**config.mk**
```make
export PLATFORM = sky130hd
export DESIGN_NAME = sr_reg_bank_flat
export DESIGN_NICKNAME = d
export VERILOG_FILES = /design/src/rtl/sr_reg_bank_pkg.sv /design/src/rtl/sr_reg_bank_if.sv /design/src/rtl/sr_reg_bank_sr_cell.sv /design/src/rtl/sr_reg_bank.sv /design/src/flat_wrapper.sv
export SDC_FILE = /design/constraint.sdc
export NUM_CORES = 1
export LEC_CHECK = 0
export CAP_MARGIN = 10
export CORE_ASPECT_RATIO = 1.1
export CORE_UTILIZATION = 29
export CTS_CLUSTER_DIAMETER = 150
export CTS_CLUSTER_SIZE = 8
export DETAILED_ROUTE_END_ITERATION = 10
export PLACE_DENSITY = 0.51
export SLEW_MARGIN = 40
export SYNTH_ARGS = -nofsm -noshare
export SYNTH_HDL_FRONTEND = slang
export SYNTH_SLANG_ARGS = --single-unit
export TNS_END_PERCENT = 30
```
**constraint.sdc**
```tcl
create_clock -name clk -period 2.7 [get_ports clk]
set_input_delay 0.81 -clock clk [delete_from_list [all_inputs] [get_ports clk]]
set_output_delay 0.81 -clock clk [all_outputs]
set_load 0.02 [all_outputs]
```
**src/rtl/sr_reg_bank_pkg.sv**
```systemverilog
// Shared types and next-state function for the SR register bank.
// The testbench also imports this package.
package sr_pkg;

    typedef enum logic [1:0] {
        HOLD    = 2'd0,
        SET_DOM = 2'd1,
        RST_DOM = 2'd2,
        TOGGLE  = 2'd3
    } conflict_mode_e;

    // Next-state bit for one channel; S=R=1 is resolved by the instance policy
    function automatic logic sr_next(input logic q, input logic s, input logic r,
                                     input conflict_mode_e mode);
        logic nxt;
        case ({s, r})
            2'b00: nxt = q;
            2'b01: nxt = 1'b0;
            2'b10: nxt = 1'b1;
            2'b11: begin
                case (mode)
                    HOLD:    nxt = q;
                    SET_DOM: nxt = 1'b1;
                    RST_DOM: nxt = 1'b0;
                    TOGGLE:  nxt = ~q;
                    default: nxt = q;
                endcase
            end
            default: nxt = q;
        endcase
        return nxt;
    endfunction

endpackage

```
**src/rtl/sr_reg_bank_if.sv**
```systemverilog
// Request/status bundle of the SR register bank.
// The master drives the requests; the bank (slave) drives the status.
interface sr_reg_bank_if #(
    parameter int WIDTH = 8,
    parameter int CNT_W = 8
);
    logic             en;
    logic [WIDTH-1:0] s;
    logic [WIDTH-1:0] r;
    logic             clr_cnt;
    logic [WIDTH-1:0] q;
    logic [WIDTH-1:0] q_rise;
    logic [WIDTH-1:0] q_fall;
    logic [WIDTH-1:0] conflict;
    logic [CNT_W-1:0] conflict_cnt;
    logic             err_sticky;

    modport master (
        output en, s, r, clr_cnt,
        input  q, q_rise, q_fall, conflict, conflict_cnt, err_sticky
    );

    modport slave (
        input  en, s, r, clr_cnt,
        output q, q_rise, q_fall, conflict, conflict_cnt, err_sticky
    );
endinterface

```
**src/rtl/sr_reg_bank_sr_cell.sv**
```systemverilog
// One SR storage channel: the q register plus its registered edge pulses
// and conflict flag.
module sr_cell
    import sr_pkg::*;
#(
    parameter conflict_mode_e CONFLICT_MODE = HOLD,
    parameter logic           RESET_VAL     = 1'b0
) (
    input  logic clk,
    input  logic rst,
    input  logic en,
    input  logic s,
    input  logic r,
    output logic q,
    output logic q_rise,
    output logic q_fall,
    output logic conflict
);

    logic r_q;
    logic r_rise;
    logic r_fall;
    logic r_conflict;
    logic w_q_next;

    // Next q: the resolved request when enabled, otherwise hold
    always_comb begin
        w_q_next = r_q;
        if (en) begin
            w_q_next = sr_next(r_q, s, r, CONFLICT_MODE);
        end else begin
            w_q_next = r_q;
        end
    end

    // State and pulse registers; reset loads RESET_VAL without pulsing
    always_ff @(posedge clk) begin
        if (rst) begin
            r_q        <= RESET_VAL;
            r_rise     <= 1'b0;
            r_fall     <= 1'b0;
            r_conflict <= 1'b0;
        end else begin
            r_q        <= w_q_next;
            r_rise     <= ~r_q & w_q_next;
            r_fall     <= r_q & ~w_q_next;
            r_conflict <= en & s & r;
        end
    end

    assign q        = r_q;
    assign q_rise   = r_rise;
    assign q_fall   = r_fall;
    assign conflict = r_conflict;

endmodule

```
**src/rtl/sr_reg_bank.sv**
```systemverilog
// Bank of WIDTH independent SR channels with a saturating conflict
// counter and a sticky conflict error flag.
module sr_reg_bank
    import sr_pkg::*;
#(
    parameter int             WIDTH         = 8,
    parameter conflict_mode_e CONFLICT_MODE = HOLD,
    parameter logic [WIDTH-1:0] RESET_VAL   = {WIDTH{1'b0}},
    parameter int             CNT_W         = 8
) (
    input  logic        clk,
    input  logic        rst,
    sr_reg_bank_if.slave bus
);

    if (WIDTH < 1 || WIDTH > 64) begin : g_bad_width
        $error("sr_reg_bank: WIDTH must be within 1..64");
    end
    if (CNT_W < 2 || CNT_W > 16) begin : g_bad_cnt_w
        $error("sr_reg_bank: CNT_W must be within 2..16");
    end
    if (int'(CONFLICT_MODE) > 3) begin : g_bad_mode
        $error("sr_reg_bank: CONFLICT_MODE must be within 0..3");
    end

    logic [WIDTH-1:0] w_q;
    logic [WIDTH-1:0] w_rise;
    logic [WIDTH-1:0] w_fall;
    logic [WIDTH-1:0] w_conflict;
    logic             w_any_conflict;
    logic [CNT_W-1:0] r_cnt;
    logic             r_sticky;

    for (genvar i = 0; i < WIDTH; i++) begin : g_cell
        sr_cell #(
            .CONFLICT_MODE (CONFLICT_MODE),
            .RESET_VAL     (RESET_VAL[i])
        ) u_cell (
            .clk      (clk),
            .rst      (rst),
            .en       (bus.en),
            .s        (bus.s[i]),
            .r        (bus.r[i]),
            .q        (w_q[i]),
            .q_rise   (w_rise[i]),
            .q_fall   (w_fall[i]),
            .conflict (w_conflict[i])
        );
    end

    // Counted once per cycle no matter how many channels collide
    assign w_any_conflict = bus.en & (|(bus.s & bus.r));

    // Saturating counter and sticky flag; clear beats a same-cycle conflict
    always_ff @(posedge clk) begin
        if (rst) begin
            r_cnt    <= {CNT_W{1'b0}};
            r_sticky <= 1'b0;
        end else if (bus.clr_cnt) begin
            r_cnt    <= {CNT_W{1'b0}};
            r_sticky <= 1'b0;
        end else if (w_any_conflict) begin
            if (r_cnt != {CNT_W{1'b1}}) begin
                r_cnt <= r_cnt + CNT_W'(1);
            end else begin
                r_cnt <= r_cnt;
            end
            r_sticky <= 1'b1;
        end else begin
            r_cnt    <= r_cnt;
            r_sticky <= r_sticky;
        end
    end

    assign bus.q            = w_q;
    assign bus.q_rise       = w_rise;
    assign bus.q_fall       = w_fall;
    assign bus.conflict     = w_conflict;
    assign bus.conflict_cnt = r_cnt;
    assign bus.err_sticky   = r_sticky;

endmodule

```
**src/flat_wrapper.sv**
```systemverilog
// flat-port wrapper written by rule: the top's interface ports become plain ports
module sr_reg_bank_flat import sr_pkg::*;
#(
    parameter int             WIDTH         = 8,
    parameter conflict_mode_e CONFLICT_MODE = HOLD,
    parameter logic [WIDTH-1:0] RESET_VAL   = {WIDTH{1'b0}},
    parameter int             CNT_W         = 8
)
  (clk, rst, bus_en, bus_s, bus_r, bus_clr_cnt, bus_q, bus_q_rise, bus_q_fall, bus_conflict, bus_conflict_cnt, bus_err_sticky);
  sr_reg_bank_if #(.WIDTH(WIDTH), .CNT_W(CNT_W)) bus_i ();
  input  logic clk;
  input  logic rst;
  input wire logic [$bits(bus_i.en)-1:0] bus_en;
  input wire logic [$bits(bus_i.s)-1:0] bus_s;
  input wire logic [$bits(bus_i.r)-1:0] bus_r;
  input wire logic [$bits(bus_i.clr_cnt)-1:0] bus_clr_cnt;
  output wire logic [$bits(bus_i.q)-1:0] bus_q;
  output wire logic [$bits(bus_i.q_rise)-1:0] bus_q_rise;
  output wire logic [$bits(bus_i.q_fall)-1:0] bus_q_fall;
  output wire logic [$bits(bus_i.conflict)-1:0] bus_conflict;
  output wire logic [$bits(bus_i.conflict_cnt)-1:0] bus_conflict_cnt;
  output wire logic [$bits(bus_i.err_sticky)-1:0] bus_err_sticky;
  assign bus_i.en = bus_en;
  assign bus_i.s = bus_s;
  assign bus_i.r = bus_r;
  assign bus_i.clr_cnt = bus_clr_cnt;
  assign bus_q = bus_i.q;
  assign bus_q_rise = bus_i.q_rise;
  assign bus_q_fall = bus_i.q_fall;
  assign bus_conflict = bus_i.conflict;
  assign bus_conflict_cnt = bus_i.conflict_cnt;
  assign bus_err_sticky = bus_i.err_sticky;
  sr_reg_bank #(.WIDTH(WIDTH), .CONFLICT_MODE(CONFLICT_MODE), .RESET_VAL(RESET_VAL), .CNT_W(CNT_W)) u_core (.clk(clk), .rst(rst), .bus(bus_i));
endmodule
```
* Word-level counts from Yosys, hierarchy flattened *
Index checks and enable logic that the tools add are counted.

word-level totals
  output and inout port bits = 41
  flip-flop bits (word level) = 41
  logic and storage cells = 145

cells by class
  equal/unequal tests = 25
  reduce and logical (&&, ||, !) cells = 19
  bitwise logic cells = 50
  multiplexer cells = 16
  add/sub/neg operators = 1

operators with widths
  cell                   number
  $and A1 B1 Y1          33
  $eq A2 B2 Y1 const B   16
  $pmux W1 S3            8
  $reduce_or A2 Y1       9
  $eq A2 B1 Y1 const B   8
  $logic_not A2 Y1       8
  $not A1 Y1             16
  $add A8 B1 Y8 const B  1
  $and A8 B8 Y8          1
  $mux W1                8
  $ne A8 B8 Y1 const B   1
  $reduce_or A8 Y1       1
  $reduce_and A2 Y1      1

* Logic depth before layout (Yosys ltp) *
  depth in word-level cells = 6
  depth in mapped cells = 6

* Hierarchy *
From an unflattened synthesis, not the netlist that was laid out.

unflattened totals
  cell total of the unflattened synthesis = 193
  area, all modules = 1,891.8 um^2

by module, submodules not included
  module       instances  area each (um^2)  sequential area each (um^2)  cells an instance
  sr_cell      8          172.7             80.1                         17
  sr_reg_bank  1          510.5             180.2                        57

* Worst setup path before layout *
Ideal clock, no wire load.

  path kind = in2reg
  start = input bus_r[5]
  end = register u_core.r_cnt[7], in the netlist u_core.bus.conflict_cnt[7]
  arrival time = 2,085 ps
  data required time = 2,609 ps
  stages on the path = 5
  library setup time = 91 ps
  path slack = 524 ps
  cells stage by stage = ha_1 > or4_4 > o21a_1 > and3_1 > a311oi_1

on the way
  cells in the longest elaborated chain, start to end = 4

ends and longest elaborated chain
  item                                line                text
  start, declared                     flat_wrapper.sv:15  input wire logic [$bits(bus_i.r)-1:0] bus_r;
  $and A8 B8 Y8                       sr_reg_bank.sv:52   assign w_any_conflict = bus.en & (|(bus.s & bus.r));
  $reduce_or A8 Y1                    sr_reg_bank.sv:52
  $and A1 B1 Y1                       sr_reg_bank.sv:52
  $reduce_and A2 Y1 (no source line)  --
  end signal, assigned                sr_reg_bank.sv:57   r_cnt <= {CNT_W{1'b0}};
  end signal, assigned                sr_reg_bank.sv:60   r_cnt <= {CNT_W{1'b0}};
  end signal, assigned                sr_reg_bank.sv:64   r_cnt <= r_cnt + CNT_W'(1);
  end, declared                       sr_reg_bank.sv:31   logic [CNT_W-1:0] r_cnt;

Every way passes these cells.
A chain may end at the register's enable or synchronous reset.

* Worst setup path in the final report *
  start = input bus_r[0]
  end = register u_core.r_cnt[7], in the netlist u_core.bus.conflict_cnt[7]

The elaborated chain is that of the path after synthesis.

==> results.md <==
- H-tree levels: 2
- Yosys top cell area share: approximately two fifths
- Critical path type: input port to register
- Die area: 0.00759 mm2
- Reg2Reg Depth: 6
- N_diodes: 0
- Antenna violations before repair: 0
- Final setup violation count: 0
- Mapped Area: between 0.002 and 0.0025 mm2
- Slowest CP cell: or4_1
- Routed Wire Length: approximately 4400 um
- Leak: 1.25 nW
- Synthesis-stage register bit count: between 40 and 50
- PostCTS Resize Cnt: 0
- FFs w/ async S/R, synth: 0%
- Least-Margin Pin Slew: approximately 0.44 ns
- Vias per std cell: 4.51
- RSZ-0062 raised after global routing: no
- Fin nets: ~330
- Starting density of the core: around 30%
- HP Class: register to register
- Worst Setup SP: bus_r[0]
- Worst EP required: just under 3 ns
- Routed wire per std cell: 12.1 um
- Arrival time at the worst endpoint: between 2 and 3 ns
- Clock Tree Root: clkbuf_8
- CTS tree: yes
- IR drop worst, VDD: a little under 0.2 mV
- Clk Latency, worst-skew pair: between 0.2 and 0.3 ns
- Unique masters post-synth: 29
- Die X: about 83 um
- Buf/Inv on CP: 1
- Post-synth EDFFs: 0
- Worst-path clk slew: 0.07 ns
- IO Pins: between 60 and 70
- Antenna-violating nets left: 0
- DRC: 0
- Core area: between 0.007 and 0.008 mm2
- Iteration-0 DRC Markers: 55
- Final Non-Filler Cells: approximately 370
- Cell taking the most area after synthesis: dfxtp_1
- Fraction of the cycle the final worst path needs: between 80% and 90%
- Cell Pwr Density: 452 mW/mm2
- Grt total ovfl: 0
- Number of fill cells: about 710
- Max Freq: between 0.4 and 0.5 GHz
- Hold Startpoint: u_core.g_cell[3].u_cell.q
- Worst-path cell chain: clkdlybuf4s50_1 -> ha_1 -> or4_1 -> o21a_1 -> and3_1 -> a311oi_1
- Clk_skew: about 0.0053 ns
- RePlAce Congestion: between 0.7 and 0.8
- GRT Overall Usage: about an eighth
- Synth-to-Final Area Change: 31.5%
- Vias: approximately 1600
- Hold Crit Depth: 1
- Most frequent cells after synthesis: 41 x dfxtp_1, 33 x buf_4, 29 x nor2_1
- Critical path startpoint category: input port
- Syn Inst Count: approximately 230
- Total CTS buffers: 5
- Ys Warns: 0
- Number of iterations in the first detailed-routing pass: 4
- Setup Buffers After CTS: 0
- Most used DFF post-synth: dfxtp_1
- Die Y: just over 90 um
- Crit-path max FO: 3
- R2R Path End: u_core.bus.conflict_cnt[3]
- Port-buffer cells: 60
- R2r setup slk: between 0.9 and 1 ns
- Critical R2R Launch: u_core.bus.conflict_cnt[0]
- Synth Area per Inst: around 9.0 um2
- Hold slack: roughly 0.49 ns
- # rows: 32
- Synth top area cells: dfxtp_1 39%, ha_1 15%, buf_4 12%, nor2_1 5.2%, o211a_1 3.8%
- Delay-heaviest family, CP: simple AND/OR/NAND/NOR gates
- Clock sink count: 41
- Seq/Total Area, Yosys: 39.1%
- CP max stage delay: between 0.5 and 0.6 ns
- Pin count of the biggest net entering global routing: 25
- Tmin final: approximately 2.4 ns
- First-pass GRT wire length: approximately 7600 um
- Hold endpoint: u_core.g_cell[3].u_cell.q_rise
- Number of global-route vias before repair: 1606
- Outcome: complete, no violations
- Placed cells: about 360
- Hpwl dp: ~3400 um
- Syn nets: around 280
- Setup crit end kind: register
- Clock buffer depth: 2
- Hold buffer count at CTS: 0
- Final Max Tran Viols: 0
- Most common cell in the netlist: dfxtp_1
- Max-cap violations: 0
- Slew Limit Headroom: a little over two thirds
- Final Hold Viols: 0
- Layout cells sized above 1: under 10%
metrics by stage:
stage	setup slack, ns	power, mW	util (%)	cell area, um2	setup TNS, ns
6_report	0.288	1.25	39.4	2760	0
5_1_grt	0.192	1.32	39.4	2760	0
4_1_cts	0.279	1.27	39.4	2760	0
3_5_place_dp	-0.0378	0.859	38.2	2680	-0.0494
3_3_place_gp	-0.00106	0.856	38.2	2680	-0.00106
2_1_floorplan	0.524	0.768	-	2100	0
state kept, by name, indices dropped and copies added (netlist names):
register and cells:
u_core.bus.conflict_cnt 8, u_core.g_cell.u_cell.conflict 8, u_core.g_cell.u_cell.q 8, u_core.g_cell.u_cell.q_fall 8, u_core.g_cell.u_cell.q_rise 8, u_core.bus.err_sticky 1
cell usage in the layout (no fill, tap or decap):
| cell | instances |
|---|---|
| or4_4 | 1 |
| nand2_1 | 6 |
| o31ai_1 | 2 |
| and3_1 | 1 |
| nor2_1 | 29 |
| nor3_1 | 10 |
| or3_1 | 2 |
| buf_4 | 19 |
| clkdlybuf4s50_1 | 60 |
| clkbuf_1 | 1 |
| mux2i_1 | 1 |
| and4_1 | 1 |
| nand3_1 | 2 |
| dfxtp_1 | 41 |
| ha_1 | 25 |
| a311oi_1 | 1 |
| o21a_1 | 1 |
| o21ai_0 | 4 |
| nor4_1 | 8 |
| o311ai_0 | 2 |
| o211a_1 | 8 |
| o41ai_1 | 2 |
| clkbuf_8 | 6 |
| or2_2 | 1 |
| or4_1 | 3 |
| o21ai_1 | 2 |
| a22oi_1 | 6 |
| inv_1 | 21 |
| a31oi_1 | 1 |
| nand3b_1 | 1 |
| a21oi_1 | 12 |
per-layer routing:
layer | GRT usage (%) | vias up | part of all wire, % | wire [um]
met5 | 0 | - | 0 | 0
li1 | - | 857 | - | -
met3 | 2.45 | 6 | 2.8 | 122
met1 | 15.5 | 747 | 46 | 2020
met4 | 4.02 | 0 | 1.6 | 72
met2 | 21.4 | 35 | 50 | 2200
how the worst max path moves through the flow:
stage | endpoint | cells past startpoint | slack (ns)
5_1_grt | u_core.bus.conflict_cnt[7] | 6 | 0.19
6_report | u_core.bus.conflict_cnt[7] | 6 | 0.29
3_5_place_dp | u_core.bus.conflict_cnt[7] | 6 | -0.04
3_3_place_gp | u_core.bus.conflict_cnt[7] | 6 | -0.001
2_1_floorplan | u_core.bus.conflict_cnt[7] | 5 | 0.52
4_1_cts | u_core.bus.conflict_cnt[7] | 6 | 0.28
report_power, final:
part	leakage (nW)	internal, mW	switching, mW
logic	0.868	0.105	0.104
registers	0.333	0.621	0.0116
clock network	0.0443	0.203	0.203
total	1.25	0.929	0.319
worst register-to-register path: cells and delay by family (launching register included):
family	cells	cell delay, ns
AOI/OAI and AO/OA	2	0.21
adders and majority gates	1	0.21
buffers and inverters	1	0.23
DFF	1	0.43
and+or+nand+nor	2	0.62
kinds of logic after synthesis:
logic type	after synthesis	share of synthesized area [%]
flops	41	39.1
buf+inv	61	16.8
simple gates	65	15.1
fa+ha+maj	25	14.9
compound gates	41	13.7
mux	1	0.476
cell type report:
class                           instances  area, um2  area share, %
Timing Repair Buffer                   79        743           26.9
Sequential cell                        41        821           29.7
Multi-Input combinational cell        132        927           33.6
Tap cell                               85        106           3.85
Clock buffer                            7       86.3           3.12
Inverter                               21       78.8           2.85
Note: power is estimated with default switching activity, not from simulation.
